**src/rtl/coin_panel_conditioner.sv**
```systemverilog
// coin_panel_conditioner
// Front-panel input stage for the vending controller. Five raw push-buttons are
// synchronised and debounced. Each debounced press becomes a single-cycle command,
// and simultaneous presses are serialised so that at most one command goes out per clock.
// Channel index: 0 coin1, 1 coin10, 2 drink1, 3 drink2, 4 cancel.

module coin_panel_conditioner #(
  parameter int DEBOUNCE_CYCLES = 16,
  parameter int CNT_W           = 8
) (
  input  logic       clk,
  input  logic       rst,
  input  logic       btn_coin1,
  input  logic       btn_coin10,
  input  logic       btn_drink1,
  input  logic       btn_drink2,
  input  logic       btn_cancel,
  output logic       insert,
  output logic [1:0] coin_val,
  output logic [1:0] drink_op,
  output logic       cancel_flag,
  output logic       drop_pulse
);

  localparam int CH_COIN1  = 0;
  localparam int CH_COIN10 = 1;
  localparam int CH_DRINK1 = 2;
  localparam int CH_DRINK2 = 3;
  localparam int CH_CANCEL = 4;

  localparam logic [CNT_W-1:0] CNT_MAX = CNT_W'(DEBOUNCE_CYCLES - 1);

  logic [4:0]       w_raw;
  logic [4:0]       r_meta;
  logic [4:0]       r_sync;
  logic [4:0]       r_stable;
  logic [4:0]       r_stable_d;
  logic [CNT_W-1:0] r_cnt [5];
  logic [4:0]       r_pending;
  logic [4:0]       w_rise;
  logic [4:0]       w_grant;

  assign w_raw = {btn_cancel, btn_drink2, btn_drink1, btn_coin10, btn_coin1};

  // Two-flop synchroniser for every button.
  always_ff @(posedge clk) begin
    if (rst) begin
      r_meta <= '0;
      r_sync <= '0;
    end else begin
      r_meta <= w_raw;
      r_sync <= r_meta;
    end
  end

  // Per-channel debounce: the stable level follows sync only after it has differed
  // for DEBOUNCE_CYCLES consecutive cycles. Press and release use the same rule.
  always_ff @(posedge clk) begin
    if (rst) begin
      r_stable <= '0;
      for (int ch = 0; ch < 5; ch++) r_cnt[ch] <= '0;
    end else begin
      for (int ch = 0; ch < 5; ch++) begin
        if (r_sync[ch] == r_stable[ch]) begin
          r_cnt[ch] <= '0;
        end else if (r_cnt[ch] == CNT_MAX) begin
          r_stable[ch] <= r_sync[ch];
          r_cnt[ch]    <= '0;
        end else begin
          r_cnt[ch] <= r_cnt[ch] + CNT_W'(1);
        end
      end
    end
  end

  // Delayed copy of the stable level, used for 0->1 press detection.
  always_ff @(posedge clk) begin
    if (rst) r_stable_d <= '0;
    else     r_stable_d <= r_stable;
  end

  assign w_rise = r_stable & ~r_stable_d;

  // Fixed-priority pick of one pending command: cancel > coin10 > coin1 > drink2 > drink1.
  always_comb begin
    w_grant = '0;
    if      (r_pending[CH_CANCEL]) w_grant[CH_CANCEL] = 1'b1;
    else if (r_pending[CH_COIN10]) w_grant[CH_COIN10] = 1'b1;
    else if (r_pending[CH_COIN1])  w_grant[CH_COIN1]  = 1'b1;
    else if (r_pending[CH_DRINK2]) w_grant[CH_DRINK2] = 1'b1;
    else if (r_pending[CH_DRINK1]) w_grant[CH_DRINK1] = 1'b1;
  end

  // Pending bookkeeping and registered command outputs. A new press on a channel
  // that is still pending stays merged into that one command and is flagged as dropped.
  always_ff @(posedge clk) begin
    if (rst) begin
      r_pending   <= '0;
      insert      <= 1'b0;
      coin_val    <= 2'b00;
      drink_op    <= 2'b00;
      cancel_flag <= 1'b0;
      drop_pulse  <= 1'b0;
    end else begin
      r_pending   <= (r_pending & ~w_grant) | w_rise;
      insert      <= w_grant[CH_COIN1] | w_grant[CH_COIN10];
      coin_val    <= {w_grant[CH_COIN10], w_grant[CH_COIN1]};
      drink_op    <= {w_grant[CH_DRINK2], w_grant[CH_DRINK1]};
      cancel_flag <= w_grant[CH_CANCEL];
      drop_pulse  <= |(w_rise & r_pending);
    end
  end

endmodule

```
**config.mk**
```make
export PLATFORM = sky130hd
export DESIGN_NAME = coin_panel_conditioner
export DESIGN_NICKNAME = d
export VERILOG_FILES = /design/src/rtl/coin_panel_conditioner.sv
export SDC_FILE = /design/constraint.sdc
export NUM_CORES = 1
export LEC_CHECK = 0
export CORE_UTILIZATION = 59
export CTS_CLUSTER_DIAMETER = 100
export DETAILED_ROUTE_END_ITERATION = 8
export PLACE_DENSITY = 0.85
export SYNTH_ARGS = -nofsm -noshare
export SYNTH_HDL_FRONTEND = slang
export SYNTH_SLANG_ARGS = --single-unit
```
**constraint.sdc**
```tcl
create_clock -name clk -period 2 [get_ports clk]
set_clock_uncertainty 0.15 [all_clocks]
set_input_delay 0.3 -clock clk [delete_from_list [all_inputs] [get_ports clk]]
set_output_delay 0.3 -clock clk [all_outputs]
set_load 0.02 [all_outputs]
```
==> impl_metrics.csv <==
group,metric,value,unit
finish,multiInputGateArea,1346,µm²
timing,hold_violations,0,
logic_synthesis,ys_ff_latch,72,
timing,fin_setup_tns,0,ns
logic_synthesis,ys_seq_area_share,59.38,%
global_route,grt_max_degree,31,
floorplan,die_w,74.51,µm
logic_synthesis,netlist.area_leader.share,38.73,%
worst_setup_path,path_max_fanout,4,
routing,drcViolationCount,0,
timing,max_freq,513.5,MHz
finish,drive_gt1_share,10.33,%
worst_setup_path,cp_slowest_stage_delay,0.60,ns
place,gp_congestion,0.7846,
worst_setup_path,critPathKind,"flop to flop",
cts,cts_resized,0,
place,place_hpwl,3.862,mm
worst_setup_path,crit_slowest_cell,"or4_1",
timing,fin_hold_ws,0.2719,ns
cts,cts_tree,"done",
run,cap_violations,0,
logic_synthesis,synth.largest_area_cell,"edfxtp_1",
finish,fill_cells,373,
finish,nets,375,
logic_synthesis,yosys_warnings,0,
routing,vias,2276,
finish,syn_to_final_growth,20.90,%
global_route,grt.total_usage,22.47,%
logic_synthesis,async_reset_ff_share,0,%
cts,clk_path_buf_depth,2,
floorplan,ios,14,
finish,antenna-diode-count,0,
routing,drtAntennaViolNets,0,
worst_setup_path,end_kind,"flop",
cts,htreeDepth,3,
cts,clk_pin_slew_worst_paths,0.08,ns
floorplan,dieArea,5551,µm²
place,port_buffers,13,
cts,postCtsSetupRepairBufs,0,
floorplan,start_util,61.12,%
timing,min_period_over_period,97.37,%
place,dpl_worst_slack,0.06226,ns
global_route,grt_antenna_before_repair,0,
logic_synthesis,synthFlopType,"edfxtp_1",
power_and_ir_drop,power.density,775.6,nW/µm²
routing,wire_per_inst,12.41,µm
timing,rsz0062_at_grt,"false",
cts,root_buffer,"clkbuf_8",
worst_setup_path,cp_top_family,"simple AND/OR/NAND/NOR gates",
timing,drv_slew,0,
worst_setup_path,cp.arrival,1.87,ns
power_and_ir_drop,power.total,2.909,mW
power_and_ir_drop,p_leak,1.397,nW
global_route,grt_pass1_wl,9.163,mm
cts,postCtsHoldBufs,0,
timing,fin_ws,0.05255,ns
worst_hold_path,hold_path.class,"flop to flop",
routing,drt_first_pass_iters,4,
cts,cts_buffers,9,
routing,vias_per_cell,5.196,
logic_synthesis,syn_inst,290,
global_route,first_global_vias,2197,
cts,insertion_delay,0.35,ns
run_status,outcome,"completed",
global_route,gr-total-overflow,0,
logic_synthesis,synth_common_cells,"edfxtp_1 (40), dfxtp_1 (32), a21oi_1 (28)",
routing,initialDrtViolationCount,144,
worst_setup_path,start_kind,"flop",
floorplan,rows,26,
logic_synthesis,synth_edf_count,40,
logic_synthesis,synth.distinct_cells,32,
finish,postLayoutCoreUtil,73.89,%
floorplan,die_h,74.51,µm
power_and_ir_drop,ir_drop,0.5054,mV
worst_setup_path,critPathRequiredTime,1.93,ns
worst_setup_path,crit_chain,"or4_1 > o211ai_1 > a21oi_1",
finish,regArea,1842,µm²
timing,period_minus_slack,1.947,ns
cts,cts.sinks,72,
timing,finalSetupViolations,0,
routing,wl,5.437,mm
worst_setup_path,path_buf_inv,0,
logic_synthesis,netlist_area,3102,µm²
logic_synthesis,synth.most_common_cell,"edfxtp_1",
floorplan,core_area,5075,µm²
logic_synthesis,synth.area.top_cells,"edfxtp_1 (39%), dfxtp_1 (21%), a21oi_1 (4.5%)",
logic_synthesis,syn_area_per_cell,10.70,µm²
[flip-flops by register name (all words and copies together), names as in the netlist]
name         count
r_cnt           40
insert           1
cancel_flag      1
drink_op         2
r_pending        5
drop_pulse       1
coin_val         2
r_meta           5
r_sync           5
r_stable_d       5
r_stable         5
[worst paths after layout]
path	from	to	slack, ns	cells past startpoint
worst max register to register	r_cnt[2][7]$_SDFFCE_PN0P_	r_cnt[2][7]$_SDFFCE_PN0P_	0.05	3
worst min-delay path	r_stable_d[4]$_SDFF_PP0_	r_pending[4]$_SDFF_PP0_	0.27	1
worst min register to register	r_stable_d[4]$_SDFF_PP0_	r_pending[4]$_SDFF_PP0_	0.27	1
worst max-delay path	r_cnt[2][7]$_SDFFCE_PN0P_	r_cnt[2][7]$_SDFFCE_PN0P_	0.05	3
[layout by cell type, fill, tap and decap left out, types with 6 or more instances in the layout]
| cell | instances |
|---|---|
| a21oi_1 | 28 |
| buf_4 | 13 |
| clkbuf_8 | 10 |
| clkdlybuf4s50_1 | 13 |
| conb_1 | 40 |
| dfxtp_1 | 32 |
| edfxtp_1 | 40 |
| inv_1 | 12 |
| nand2_1 | 19 |
| nand3_1 | 14 |
| nand4_1 | 6 |
| nor2_1 | 23 |
| nor2b_1 | 20 |
| o21ai_0 | 21 |
| or3_1 | 22 |
| xor2_1 | 9 |
[report_power, final]
group	internal, mW	switching, mW	total [mW]
Sequential	1.60	0.0362	1.64
Combinational	0.0589	0.0746	0.133
Clock	0.565	0.569	1.13
[area by class of cell]
class                           count  share of cell area (%)
Clock buffer                       11                   4.338
Clock inverter                      5                  0.9343
Inverter                           13                   1.301
Multi-Input combinational cell    241                   35.90
Sequential cell                    72                   49.12
Tap cell                           70                   2.336
Timing Repair Buffer               26                   6.073
[metal layers]
metal | share of wire [%] | global-route usage (%) | vias to the layer above | wire [µm]
li1 | - | - | 1167 | -
met1 | 44 | 26.68 | 1061 | 2366
met2 | 51 | 38.14 | 37 | 2790
met3 | 3.5 | 6.640 | 11 | 190
met4 | 1.7 | 9.224 | 0 | 90
met5 | 0 | 0 | - | 0
[kinds of logic after synthesis]
group | share of synthesized area [%]
flip-flops | 59.38
buffers and inverters | 1.936
AO/OA/AOI/OAI | 10.41
AND/OR/NAND/NOR | 22.19
adder cells (fa/ha/maj) | 2.017
XOR/XNOR | 3.953
other | 0.1209
[per-stage QoR]
| stage | std cells | instance area, µm² |
|---|---|---|
| after floorplan | 329 | 3248 |
| after global placement | 422 | 3552 |
| after detailed placement | 422 | 3552 |
| after CTS | 438 | 3750 |
| after global routing | 438 | 3750 |
| final | 438 | 3750 |
Note: power is estimated with default switching activity, not from simulation.
